--- src/rtl/rr_arb_pkg.sv ---
// Shared types and helpers for the round-robin arbiter.
// Latency: none (types and pure functions only).
// Backpressure: n/a.
package rr_arb_pkg;

  // Widest requester vector supported; the helpers work on this width.
  localparam int MAX_REQ   = 32;
  localparam int MAX_IDX_W = 5;

  typedef enum logic {
    IDLE  = 1'b0,
    GRANT = 1'b1
  } rr_state_t;

  // One-hot to binary index. Input must be one-hot or zero.
  function automatic logic [MAX_IDX_W-1:0] onehot_to_idx(input logic [MAX_REQ-1:0] oh);
    logic [MAX_IDX_W-1:0] idx;
    idx = '0;
    for (int i = 0; i < MAX_REQ; i++) begin
      if (oh[i]) idx = idx | MAX_IDX_W'(i);
    end
    return idx;
  endfunction

  // Rotate the low n bits of v left by one; bit n-1 wraps to bit 0.
  function automatic logic [MAX_REQ-1:0] rotl1(input logic [MAX_REQ-1:0] v, input int n);
    logic [MAX_REQ-1:0] r;
    r = '0;
    for (int i = 0; i < MAX_REQ; i++) begin
      if (i < n) begin
        if (i == n - 1) r[0] = v[i];
        else            r[(i + 1) % MAX_REQ] = v[i];
      end
    end
    return r;
  endfunction

endpackage

--- src/rtl/rr_prio_ring.sv ---
// One-hot rotating priority pointer plus wrapped first-set search.
// Latency: winner is combinational from mask/pointer; pointer loads on the next edge.
// Backpressure: none; the caller decides when to load.
module rr_prio_ring
  import rr_arb_pkg::*;
#(
  parameter int N_REQ = 4
) (
  input  logic             clk,
  input  logic             n_rst,
  input  logic [N_REQ-1:0] mask,
  input  logic             load,
  input  logic [N_REQ-1:0] load_val,
  output logic [N_REQ-1:0] win
);

  logic [N_REQ-1:0] ptr;
  logic [N_REQ-1:0] hi;

  // Pointer register: requester 0 has top priority out of reset.
  always_ff @(posedge clk or negedge n_rst) begin
    if (!n_rst)    ptr <= N_REQ'(1);
    else if (load) ptr <= load_val;
  end

  // Requests at or above the pointer win first; otherwise wrap to the lowest set bit.
  always_comb begin
    hi  = mask & ~(ptr - N_REQ'(1));
    win = '0;
    if (|hi) win = hi & (~hi + N_REQ'(1));
    else     win = mask & (~mask + N_REQ'(1));
  end

endmodule

--- src/rtl/rr_arbiter.sv ---
// Round-robin arbiter with hold-while-requesting grants; optional hold limit under RR_ARB_TIMEOUT_EN.
// Latency: one cycle from req to registered gnt; release hands over on the same edge.
// Backpressure: owner keeps gnt while its req is high; others wait (or pre-empt after MAX_HOLD when enabled).
module rr_arbiter
  import rr_arb_pkg::*;
#(
  parameter int N_REQ    = 4,
  parameter int MAX_HOLD = 16,
  localparam int IDX_W   = $clog2(N_REQ)
) (
  input  logic             clk,
  input  logic             n_rst,
  input  logic [N_REQ-1:0] req,
  output logic [N_REQ-1:0] gnt,
  output logic             gnt_valid,
  output logic [IDX_W-1:0] gnt_idx,
  output logic             timeout
);

  rr_state_t            state;
  logic [N_REQ-1:0]     others;
  logic [N_REQ-1:0]     win;
  logic [N_REQ-1:0]     ptr_nxt;
  logic                 owner_req;
  logic                 any_other;
  logic                 ptr_load;
  logic                 revoke;
  logic [MAX_REQ-1:0]   rot_full;
  logic [MAX_IDX_W-1:0] idx_full;
  logic [IDX_W-1:0]     win_idx;
  logic                 unused_bits;

  // The current owner is never a candidate; in IDLE gnt is zero so this is just req.
  assign others    = req & ~gnt;
  assign owner_req = |(req & gnt);
  assign any_other = |others;

  assign rot_full    = rotl1(MAX_REQ'(win), N_REQ);
  assign ptr_nxt     = rot_full[N_REQ-1:0];
  assign idx_full    = onehot_to_idx(MAX_REQ'(win));
  assign win_idx     = idx_full[IDX_W-1:0];
  assign unused_bits = ^{rot_full, idx_full};

`ifdef RR_ARB_TIMEOUT_EN
  // hold_cnt counts completed cycles of the current tenure; CNT_LAST marks the final allowed one.
  localparam int CNT_W = (MAX_HOLD > 2) ? $clog2(MAX_HOLD) : 1;
  localparam logic [CNT_W-1:0] CNT_LAST = CNT_W'(MAX_HOLD - 1);

  logic [CNT_W-1:0] hold_cnt;
  logic             timeout_q;

  assign revoke  = (state == GRANT) && owner_req && any_other && (hold_cnt == CNT_LAST);
  assign timeout = timeout_q;
`else
  localparam int unused_max_hold = MAX_HOLD;

  assign revoke  = 1'b0;
  assign timeout = 1'b0;
`endif

  // A new owner is installed from IDLE, on release with others waiting, or on revoke.
  assign ptr_load = any_other && ((state == IDLE) || !owner_req || revoke);

  rr_prio_ring #(
    .N_REQ (N_REQ)
  ) u_ring (
    .clk      (clk),
    .n_rst    (n_rst),
    .mask     (others),
    .load     (ptr_load),
    .load_val (ptr_nxt),
    .win      (win)
  );

  // Grant FSM with registered outputs and optional tenure counter.
  always_ff @(posedge clk or negedge n_rst) begin
    if (!n_rst) begin
      state     <= IDLE;
      gnt       <= '0;
      gnt_valid <= 1'b0;
      gnt_idx   <= '0;
`ifdef RR_ARB_TIMEOUT_EN
      hold_cnt  <= '0;
      timeout_q <= 1'b0;
`endif
    end else begin
`ifdef RR_ARB_TIMEOUT_EN
      timeout_q <= revoke;
`endif
      if (ptr_load) begin
        state     <= GRANT;
        gnt       <= win;
        gnt_valid <= 1'b1;
        gnt_idx   <= win_idx;
`ifdef RR_ARB_TIMEOUT_EN
        hold_cnt  <= '0;
`endif
      end else begin
        case (state)
          GRANT: begin
            if (!owner_req) begin
              state     <= IDLE;
              gnt       <= '0;
              gnt_valid <= 1'b0;
              gnt_idx   <= '0;
            end
`ifdef RR_ARB_TIMEOUT_EN
            else if (hold_cnt != CNT_LAST) begin
              hold_cnt <= hold_cnt + CNT_W'(1);
            end
`endif
          end
          default: state <= IDLE;
        endcase
      end
    end
  end

endmodule

--- config.mk ---
export PLATFORM = sky130hd
export DESIGN_NAME = rr_arbiter
export DESIGN_NICKNAME = d
export VERILOG_FILES = /design/src/rtl/rr_arb_pkg.sv /design/src/rtl/rr_prio_ring.sv /design/src/rtl/rr_arbiter.sv
export SDC_FILE = /design/constraint.sdc
export NUM_CORES = 1
export LEC_CHECK = 0
export ABC_AREA = 1
export CORE_MARGIN = 2
export CORE_UTILIZATION = 45
export CTS_BUF_LIST = sky130_fd_sc_hd__clkbuf_16
export DETAILED_ROUTE_END_ITERATION = 6
export DONT_BUFFER_PORTS = 1
export PLACE_DENSITY = 0.61
export SYNTH_ARGS = -nofsm -noshare
export SYNTH_HDL_FRONTEND = slang
export SYNTH_HIERARCHICAL = 1
export SYNTH_SLANG_ARGS = --single-unit
--- constraint.sdc ---
create_clock -name clk -period 1.75 [get_ports clk]
set_clock_uncertainty 0.15 [all_clocks]
set_input_delay 0.2625 -clock clk [delete_from_list [all_inputs] [get_ports clk]]
set_output_delay 0.2625 -clock clk [all_outputs]
set_load 0.01 [all_outputs]
==> key figures, run 1 <==
Synthesis
  – Avg Cell Area, Syn: 7.08 um^2
  – Seq/Total Area, Yosys: 39.1%
  – Post-synth EDFFs: 0
  – Top-count cell post-synth: nand2_1
  – Share of the synthesized area in the top cell type: 35.7%
  – Mapped Area: 772 um^2
  – Syn Inst Count: 109
  – Synth warn: 6
  – Net count after synthesis: 116
  – Dominant cell type by area after synthesis: dfrtp_1
  – Unique cell type count in the Yosys netlist: 20
  – Async set or reset register ratio after synthesis: 100%
  – Synth top area cells: dfrtp_1, nand2_1, nand3_1
  – Commonest cells in the netlist: nand2_1, nand3_1, inv_1
  – Synth Flop Type: dfrtp_1
  – Synth Register Bits: 12

Worst setup path
  – Critical Path, Cell by Cell: inv_2 > ha_4 > nand2_2 > nand2_2 > inv_2 > nand2_2 > inv_2 > nand3_2 > nand2_2 > or2_4 > nand3_2 > nand2_2
  – R2r setup slk: -0.09 ns
  – CP Class: reg -> reg
  – Cell mode on critical path: nand2_2
  – R2R depth: 12
  – R2R Path End: gnt_idx[0]
  – Crit start category: flop
  – CP Data Arrival Time: 1.83 ns
  – Slowest stage delay, CP: 0.53 ns
  – Reg2Reg Launch Point: u_ring/ptr[0]
  – CP required: 1.73 ns
  – Critical Path End Type: flop
  – CP delay by family, top: simple AND/OR/NAND/NOR gates
  – Crit-path slowest cell: dfstp_2
  – Crit-path max FO: 3
  – CP Buf/Inv Count: 3

STA
  – Setup violations, final: 8
  – RSZ-0062 raised after global routing: yes
  – Slew HR: 62.8%
  – Measured slew at the worst slew-check pin: 0.556 ns
  – Final worst slack: -0.0931 ns
  – Final min period: 1.84 ns
  – TNS Setup: -0.324 ns
  – Final hold viol count: 0
  – Period utilisation layout: 105%
  – Slew Limit Fails: 0
  – Fmax: 543 MHz

Finish
  – Layout cells sized above 1: 36.5%
  – P&R area growth vs syn: 33.7%
  – Inserted Diodes: 0
  – NumNets Final: 134
  – Fin area: 1030 um^2

Route
  – Pre-antenna DRT Iters: 4
  – Wirelength per Cell: 13.1 um
  – Number of DRC markers in iteration 0: 16
  – Via count: 732
  – Vias per Instance: 5.15
  – Antenna viol nets, final: 0
  – DRC errors left: 0
  – Routed WL: 1850 um

Worst hold path
  – Beginning of the worst hold path: req[2]
  – WHS Path Cells: 4
  – Hold Path Sink: state
  – HP Class: in -> reg

Global routing
  – Vias in the first global route: 744
  – GRT Total Usage: 23.2%
  – Pin count of the biggest net entering global routing: 13
  – Gr ovfl total: 0
  – Global-route wire length before repair: 3240 um
  – Initial antenna violation count: 0

Power and ir drop
  – Leak: 0.000552 uW
  – Switching pwr: 816 uW
  – Cell internal pwr: 1160 uW
  – Peak VDD IR: 0.00107 V
  – Switching Share: 41.3%
  – Clock power frac: 21.4%
  – Seq pwr share: 23.3%
  – Comb pwr share: 55.3%
  – Power Density: 1910 nW/um^2

Clock network
  – Max clock buf depth: 2
  – H-Tree Depth: 1
  – CTS buffer count: 3
  – CTS tree: yes
  – Worst-Skew Late Latency: 0.24 ns
  – CTS clk-pin slew, worst paths: 0.04 ns
  – Sink Count: 12
  – Clock Tree Root: clkbuf_16

Floorplanning
  – Core Box Area: 1560 um^2
  – Row cnt: 14
  – Ports placed on the boundary: 14
  – Die height: 45.4 um
  – Initial core utilization: 49.5%
  – Die Footprint: 2060 um^2
  – Die W: 45.4 um

Placed design
  – Placed cell area: 895 um^2
  – Hpwl dp: 1340 um
  – GPL Wtd Cong: 0.847
  – Buffers on Ports: 0

Status
  – Status: finished, violations left
  – Failing checks: setup timing

Flow run
  – Max Cap Violations: 0
-- cell type report --
cell class / count / area [um^2]
Clock buffer: 3 / 75.1
Clock inverter: 1 / 3.75
Fill cell: 128 / 527
Inverter: 20 / 75.1
Multi-Input combinational cell: 76 / 449
Sequential cell: 12 / 302
Tap cell: 16 / 20.0
Timing Repair Buffer: 14 / 108
-- worst reg2reg max path: cells and delay by family (launching register included) --
family	cells	cell delay, ns
fa+ha+maj	1	0.27
buf+inv	3	0.15
flops	1	0.53
simple gates	8	0.65
-- per-layer routing --
metal  global-route usage [%]  vias to the layer above  routed length (um)
met4                     15.3                        0                  50
met3                     6.35                        6                  75
met2                     34.6                       13                 883
met1                     29.0                      339                 845
met5                        0                        -                   0
li1                         -                      374                   -
-- sequential cells by signal, indices dropped and copies added, names as in the netlist --
register	cells
gnt	4
gnt_idx	2
gnt_valid	1
state	1
u_ring/ptr	4
-- worst max-delay path by stage --
stage	start	endpoint	slack (ns)	cells past startpoint
global placement	u_ring/ptr[0]	gnt_idx[1]	-0.08	11
detailed placement	u_ring/ptr[0]	gnt_idx[1]	-0.10	11
global route	u_ring/ptr[0]	gnt_idx[0]	-0.16	12
CTS	u_ring/ptr[0]	gnt_idx[1]	-0.09	12
floorplan	u_ring/ptr[0]	gnt_idx[0]	-0.02	12
finish	u_ring/ptr[0]	gnt_idx[0]	-0.09	12
-- power by group through the flow --
stage	logic [uW]	registers, uW	clock network (uW)
final	1090	460	422
after global routing	1220	479	441
after CTS	1050	461	433
after detailed placement	962	465	0
after global placement	954	464	0
after floorplan	655	483	0
-- placed cells by master (no fill, tap or decap), types with 2 or more instances in the layout --
cell       instances
buf_4             13
nand3_2            6
dfrtp_1           11
nor2_1             4
o21ai_1            3
inv_2              4
nand2_1           25
nand3_1           15
or2_4              2
nand2_2           11
o21ai_4            2
clkbuf_16          3
inv_1             17
-- cell families after synthesis --
| family | Yosys count | share of synthesized area [%] |
|---|---|---|
| AO/OA/AOI/OAI | 7 | 7.45 |
| adder cells (fa/ha/maj) | 1 | 1.62 |
| buffers and inverters | 21 | 10.7 |
| flip-flops | 12 | 39.1 |
| other | 1 | 0.486 |
| AND/OR/NAND/NOR | 67 | 40.7 |
-- metrics by stage --
step                      total power (uW)  hold WS [ns]  util [%]  setup slack (ns)  cells
after floorplan                       1140        -0.183         -           -0.0208    109
final                                 1980         0.166      66.2           -0.0931    142
after global placement                1420        -0.183      57.4           -0.0796    135
after detailed placement              1430        -0.183      57.4            -0.101    135
after CTS                             1950         0.164      65.2           -0.0906    142
after global routing                  2140         0.180      66.2            -0.158    142
-- timing repair --
| item | CTS | global route |
|---|---|---|
| setup endpoints to repair | 6 | 10 |
| pin swaps | 12 | 9 |
| endpoints found under the hold margin | 12 | 0 |
| setup buffers | 3 | 0 |
| gates resized for setup | 7 | 6 |
| hold buffers | 1 | 0 |
No activity file was read; power rests on OpenSTA's default activity.
==> run 2, diff against run 1 <==
Settings changed: CELL_PAD_IN_SITES_DETAIL_PLACEMENT set to 1, CELL_PAD_IN_SITES_GLOBAL_PLACEMENT set to 1, CORE_UTILIZATION 45 to 38, PLACE_DENSITY 0.61 to 0.7, SKIP_LAST_GASP set to 1.
==> run 2 against run 1 <==
  * The run still ends with setup timing left
  * Total power grew 5.9%
  * Via count grew 3.8%
  * Cell area grew 3.8%
  * Non-clock buffer count is the same
  * Clock power is essentially flat
  * Combinational power grew 10%
  * Die area grew 17%
  * Cell count grew 7.7%
  * Sequential share of layout area shrank 1.1 points
  * First-iteration DRC count shrank 19%
  * Utilization shrank 11 points
  * Critical path type unchanged
==> key figures, run 2 (same netlist as run 1, synthesis figures left out) <==
Worst setup path
  – CP Class: reg -> reg
  – Crit-path max FO: 4 (+1)
  – Reg2Reg Launch Point: u_ring/ptr[0]
  – CP Data Arrival Time: 1.83 ns (about the same)
  – R2R Path End: gnt_idx[0]
  – CP delay by family, top: simple AND/OR/NAND/NOR gates
  – CP required: 1.73 ns (about the same)
  – R2r setup slk: -0.11 ns (about the same)
  – Critical Path End Type: flop
  – Slowest stage delay, CP: 0.53 ns (about the same)
  – Crit-path slowest cell: dfstp_2
  – Critical Path, Cell by Cell: inv_2 > ha_4 > nand2_2 > nand2_2 > inv_2 > nand2_2 > buf_4 > a21oi_4 > or2_4 > nand3_2 > nand2_2
  – CP Buf/Inv Count: 3 (unchanged)
  – Crit start category: flop
  – R2R depth: 11 (-1)
  – Cell mode on critical path: nand2_2

Clock network
  – Sink Count: 12 (unchanged)
  – Worst-Skew Late Latency: 0.24 ns (about the same)
  – CTS buffer count: 3 (unchanged)
  – Clock Tree Root: clkbuf_16
  – Max clock buf depth: 2 (unchanged)
  – CTS clk-pin slew, worst paths: 0.05 ns (about the same)
  – CTS tree: yes
  – H-Tree Depth: 1 (unchanged)

Route
  – DRC errors left: 0 (unchanged)
  – Via count: 760 (+3.8%)
  – Wirelength per Cell: 14.9 um (+14%)
  – Vias per Instance: 4.97 (-3.6%)
  – Routed WL: 2280 um (+23%)
  – Pre-antenna DRT Iters: 4 (unchanged)
  – Number of DRC markers in iteration 0: 13 (-3)
  – Antenna viol nets, final: 0 (unchanged)

Finish
  – Most common cell after layout, fill and taps aside: nand2_1
  – Layout cells sized above 1: 39.7% (+3.2 points)
  – Fin area: 1070 um^2 (+3.8%)
  – Inserted Diodes: 0 (unchanged)
  – P&R area growth vs syn: 38.7%
  – Multi-input gate area: 470 um^2 (+4.7%)
  – Largest registers: gnt x4, u_ring/ptr x4, gnt_idx x2
  – FF/Latch Area: 302 um^2 (unchanged)
  – Fillers: 247 (+93%)
  – NumNets Final: 134 (unchanged)
  – Post-layout util: 55.2% (-11 points)
  – Most frequent cells in the layout: nand2_1, inv_1, nand3_1

Global routing
  – Global-route wire length before repair: 3640 um (+12%)
  – Global route hottest layer: met2
  – GRT met3 Usage: 3.99% (-2.4 points)
  – Global-route met1 utilization: 26.2% (-2.8 points)
  – M2 GR Usage: 32.9% (-1.8 points)
  – Initial antenna violation count: 0 (unchanged)
  – Gr ovfl total: 0 (unchanged)
  – GRT Total Usage: 19.9% (-3.3 points)
  – Pin count of the biggest net entering global routing: 13 (unchanged)
  – Vias in the first global route: 788 (+5.9%)

Placed design
  – Place WS: -0.118 ns (-0.0173 ns)
  – Buffers on Ports: 0 (unchanged)
  – GPL Wtd Cong: 0.882 (+4.2%)
  – Placed cell area: 923 um^2 (+3.2%)
  – Hpwl dp: 1570 um (+17%)

STA
  – Period utilisation layout: 106% (+0.69 points)
  – Setup violations, final: 5 (-3)
  – Final hold viol count: 0 (unchanged)
  – Slew HR: 62.4% (-0.44 points)
  – RSZ-0062 raised after global routing: yes
  – Final worst slack: -0.105 ns (-0.0120 ns)
  – Final min period: 1.86 ns (+0.0120 ns)
  – WHS: 0.146 ns (-0.0206 ns)
  – Measured slew at the worst slew-check pin: 0.562 ns (+0.00656 ns)
  – Fmax: 539 MHz (-0.65%)
  – Slew Limit Fails: 0 (unchanged)

Worst hold path
  – Hold Path Sink: state
  – Beginning of the worst hold path: req[1]
  – HP Class: in -> reg
  – WHS Path Cells: 4 (unchanged)

Power and ir drop
  – Total power: 2090 uW (+5.9%)
  – Power Density: 1950 nW/um^2 (+2.1%)
  – Peak VDD IR: 0.00104 V (-3.3%)
  – Leak: 0.000557 uW (+0.93%)

Floorplanning
  – Ports placed on the boundary: 14 (unchanged)
  – Initial core utilization: 39.8% (-9.8 points)
  – Core Box Area: 1940 um^2 (+25%)
  – Row cnt: 16 (+2)
  – Die Footprint: 2410 um^2 (+17%)
  – Die W: 49.1 um (+8.0%)
  – Die height: 49.1 um (+8.0%)

Flow run
  – Max Cap Violations: 0 (unchanged)

Status
  – Status: finished, violations left
  – Failing checks: setup timing
run 2: cell types whose count changed in the layout (fill, tap and decap cells not counted), sizes merged:
cell    before  now
clkinv       0    1
inv         21   20
run 2: how the worst max path moves through the flow:
| stage | cells past startpoint | end | start | slack [ns] |
|---|---|---|---|---|
| 4_1_cts | 12 | gnt_idx[0] | u_ring/ptr[0] | -0.10 |
| 3_3_place_gp | 11 | gnt_idx[1] | u_ring/ptr[0] | -0.08 |
| 3_5_place_dp | 11 | gnt_idx[0] | u_ring/ptr[0] | -0.12 |
| 6_report | 11 | gnt_idx[0] | u_ring/ptr[0] | -0.11 |
| 2_1_floorplan | 12 | gnt_idx[0] | u_ring/ptr[0] | -0.02 |
| 5_1_grt | 12 | gnt_idx[0] | u_ring/ptr[0] | -0.18 |
run 2: per-stage QoR:
step | cells | setup TNS, ns
4_1_cts | 152 | -0.252
3_3_place_gp | 148 | -0.152
3_5_place_dp | 148 | -0.271
2_1_floorplan | 109 | -0.0404
6_report | 153 | -0.260
5_1_grt | 153 | -0.922
run 2: layout make-up:
| class | count | share of cell area, % |
|---|---|---|
| clock buffer | 3 | 7.01 |
| clock inverter | 1 | 0.350 |
| inverter | 20 | 7.01 |
| multi-input combinational | 76 | 43.9 |
| sequential | 12 | 28.2 |
| tap | 27 | 3.15 |
| timing repair buffer | 14 | 10.4 |
run 2: worst min-delay path: cells and delay by family:
family           cells  cell delay [ns]
AND/OR/NAND/NOR      4             0.24
run 2: power breakdown:
part | switching, uW | internal (uW) | leakage [uW] | total (uW)
clock network | 123 | 301 | 0.0000385 | 425
registers | 77.7 | 389 | 0.000147 | 467
logic | 707 | 493 | 0.000371 | 1200
run 2: timing repair:
item,CTS,global route
pin swaps,11,5
hold buffers,1,0
gates resized for setup,7,14
endpoints found under the setup margin,7,10
endpoints found under the hold margin,12,0
buffers inserted,0,1
run 2: routing by layer:
| metal | vias up | part of all wire (%) |
|---|---|---|
| li1 | 371 | - |
| met4 | 0 | 1.1 |
| met1 | 374 | 47 |
| met3 | 4 | 2.5 |
| met2 | 11 | 49 |
| met5 | - | 0 |
==> run 3, diff against run 2 <==
Settings changed: ABC_AREA 1 to unset, CORE_UTILIZATION 38 to 41.
==> run 3 against run 2 <==
  * The run still ends with setup timing left
  * Register-to-register slack got worse by 0.23 ns
  * Synthesized area fell by 4.9%
  * Wire length rose by 23%
  * Sequential share of layout area fell by 2.3 points
  * Die area fell by 11%
  * Count of clock-buffer cells in the layout did not move
  * First-iteration DRC count rose by 38%
  * Worst hold slack improved by 0.18 ns
  * Total power rose by 21%
  * Non-clock buffer count rose by 17
  * Sequential power rose by 10%
==> key figures, run 3 <==
Status
  – Status: finished, violations left
  – Failing checks: setup timing

Power and ir drop
  – Power Density: 2170 nW/um^2 (+11%)
  – Switching pwr: 970 uW (+6.9%)
  – Clock power frac: 17.3% (-3.0 points)
  – Peak VDD IR: 0.00116 V (+11%)
  – Seq pwr share: 20.4% (-1.9 points)
  – Switching Share: 38.4% (-5.0 points)
  – Comb pwr share: 62.3% (+4.9 points)
  – Total power: 2530 uW (+21%)
  – Cell internal pwr: 1560 uW (+32%)
  – Leak: 0.000541 uW (-2.8%)

STA
  – Setup violations, final: 11 (+6)
  – Period utilisation layout: 119% (+13 points)
  – Fmax: 480 MHz (-11%)
  – Final min period: 2.08 ns (+0.229 ns)
  – RSZ-0062 raised after global routing: yes
  – Slew Limit Fails: 0 (unchanged)
  – Final hold viol count: 0 (unchanged)
  – Final worst slack: -0.334 ns (-0.229 ns)
  – Slew HR: 59.6% (-2.8 points)
  – Measured slew at the worst slew-check pin: 0.604 ns (+0.0416 ns)

Route
  – Top routing layer in use: met4
  – Number of DRC markers in iteration 0: 18 (+5)
  – Routed WL: 2800 um (+23%)
  – Vias per Instance: 5.60 (+13%)
  – Via count: 733 (-3.6%)
  – DR WL met3: 194 um (+230%)
  – Wl on met1: 1210 um (+14%)
  – DRC errors left: 0 (unchanged)
  – Wire length on met2: 1350 um (+20%)
  – Antenna viol nets, final: 0 (unchanged)
  – Pre-antenna DRT Iters: 4 (unchanged)
  – Wirelength per Cell: 21.3 um (+43%)

Finish
  – Inserted Diodes: 0 (unchanged)
  – Layout cells sized above 1: 54.7% (+15 points)
  – Largest registers: gnt x4, u_ring/ptr x4, gnt_idx x2
  – Most common cell after layout, fill and taps aside: buf_4
  – P&R area growth vs syn: 58.6%
  – Post-layout util: 68.2% (+13 points)
  – Fillers: 180 (-27%)
  – NumNets Final: 114 (-15%)
  – Most frequent cells in the layout: buf_4, dfrtp_1, a22o_1

Floorplanning
  – Die Footprint: 2150 um^2 (-11%)
  – Die height: 46.3 um (-5.6%)
  – Core Box Area: 1710 um^2 (-12%)
  – Ports placed on the boundary: 14 (unchanged)
  – Row cnt: 15 (-1)
  – Die W: 46.3 um (-5.6%)
  – Initial core utilization: 43.0% (+3.2 points)

Global routing
  – Initial antenna violation count: 0 (unchanged)
  – Vias in the first global route: 737 (-6.5%)
  – Gr ovfl total: 0 (unchanged)
  – GRT Total Usage: 26.5% (+6.6 points)
  – Global-route wire length before repair: 3750 um (+3.0%)
  – Pin count of the biggest net entering global routing: 13 (unchanged)

Synthesis
  – Synth top area cells: dfrtp_1, a22o_1, mux2i_1
  – Seq/Total Area, Yosys: 41.1% (+2.0 points)
  – Syn Inst Count: 74 (-32%)
  – Synth Register Bits: 12 (unchanged)
  – Post-synth EDFFs: 0 (unchanged)
  – Top-count cell post-synth: dfrtp_1
  – Dominant cell type by area after synthesis: dfrtp_1
  – Synth Flop Type: dfrtp_1
  – Net count after synthesis: 81 (-30%)
  – Synth warn: 6 (unchanged)
  – Commonest cells in the netlist: dfrtp_1, nand2_1, a22o_1, inv_1
  – Mapped Area: 734 um^2 (-4.9%)
  – Unique cell type count in the Yosys netlist: 33 (+65%)
  – Async set or reset register ratio after synthesis: 100% (unchanged)
  – Share of the synthesized area in the top cell type: 37.5% (+1.8 points)
  – Avg Cell Area, Syn: 9.93 um^2 (+40%)

Clock network
  – CTS clk-pin slew, worst paths: 0.05 ns (about the same)
  – Max clock buf depth: 2 (unchanged)
  – CTS tree: yes
  – CTS buffer count: 3 (unchanged)
  – Clock Tree Root: clkbuf_16
  – H-Tree Depth: 1 (unchanged)
  – Sink Count: 12 (unchanged)
  – Worst-Skew Late Latency: 0.24 ns (about the same)

Worst setup path
  – CP Data Arrival Time: 2.05 ns (+0.22 ns)
  – CP Class: reg -> reg
  – Crit-path max FO: 4 (unchanged)
  – Crit start category: flop
  – CP required: 1.72 ns (about the same)
  – Critical Path End Type: flop
  – R2r setup slk: -0.33 ns (-0.23 ns)

Placed design
  – Buffers on Ports: 0 (unchanged)
  – Hpwl dp: 1560 um (-0.44%)
  – GPL Wtd Cong: 0.850 (-3.6%)

Flow run
  – Max Cap Violations: 0 (unchanged)

Worst hold path
  – HP Class: in -> async
[run 3: cell count changes after synthesis, moves of 3 or more]
cell     change
a22o_1       +6
nand3_1     -17
nand2_1     -24
inv_1       -11
mux2i_1      +3
inv_2        -3
nor2b_1      +3
nand2_2      -5
[run 3: area by class of cell]
type | count | area, um^2 | area share, %
Clock inverter | 1 | 3.75 | 0.322
Timing Repair Buffer | 31 | 243 | 20.8
Multi-Input combinational cell | 53 | 488 | 41.9
Inverter | 6 | 22.5 | 1.93
Tap cell | 25 | 31.3 | 2.69
Clock buffer | 3 | 75.1 | 6.44
Sequential cell | 12 | 302 | 25.9
[run 3: power groups by stage]
stage	combinational (uW)	clock (uW)	sequential (uW)
floorplan	733	0	505
global placement	1190	0	488
detailed placement	1220	0	492
CTS	1360	433	498
global route	1690	450	530
finish	1580	437	515
[run 3: what timing repair did]
| item | in CTS | in global routing |
|---|---|---|
| hold buffers | 1 | 0 |
| gates resized for setup | 5 | 11 |
| hold endpoints to repair | 12 | 0 |
| pin swaps | 6 | 5 |
| buffers inserted | 3 | 2 |
| endpoints found under the setup margin | 10 | 11 |
[run 3: cells by family after synthesis]
logic type | share of synthesized area [%]
AO/OA/AOI/OAI | 19.9
XOR/XNOR | 1.19
adder cells (fa/ha/maj) | 1.70
buffers and inverters | 7.15
flip-flops | 41.1
multiplexers | 7.15
other | 0.511
AND/OR/NAND/NOR | 21.3
[run 3: worst paths after layout]
| check | from | cells past startpoint | endpoint |
|---|---|---|---|
| hold reg to reg | state | 1 | gnt_valid |
| min in group clk | req[1] | 5 | gnt_idx[1] |
| max in group asynchronous | n_rst | 1 | gnt_idx[1] |
| hold / removal | n_rst | 1 | gnt[2] |
| setup reg to reg | u_ring/ptr[1] | 6 | gnt_idx[0] |
| setup / recovery | u_ring/ptr[1] | 6 | gnt_idx[0] |
[run 3: worst max-delay path, cell delays in order, from the launching register on]
cell	delay (ns)
dfrtp_1	0.40
or4_4	0.53
a31oi_1	0.25
nor3_2	0.12
or2_4	0.28
mux2i_4	0.14
o221ai_2	0.10
[run 3: stage by stage]
step                      hold WS, ns  TNS (ns)  cells  setup WS [ns]  area, um^2
after floorplan                -0.183     -2.00     74         -0.269         777
after global placement         -0.183     -1.19    122         -0.241         973
after detailed placement       -0.183     -1.64    122         -0.335         973
after CTS                       0.333     -1.83    129         -0.276        1100
after global routing            0.372     -3.44    131         -0.500        1160
final                           0.321     -2.51    131         -0.334        1160
[run 3: per-layer routing]
layer / GRT usage, % / up-vias
li1: - / 328
met1: 35.5 / 365
met2: 40.8 / 34
met3: 6.67 / 6
met4: 9.71 / 0
met5: 0 / -
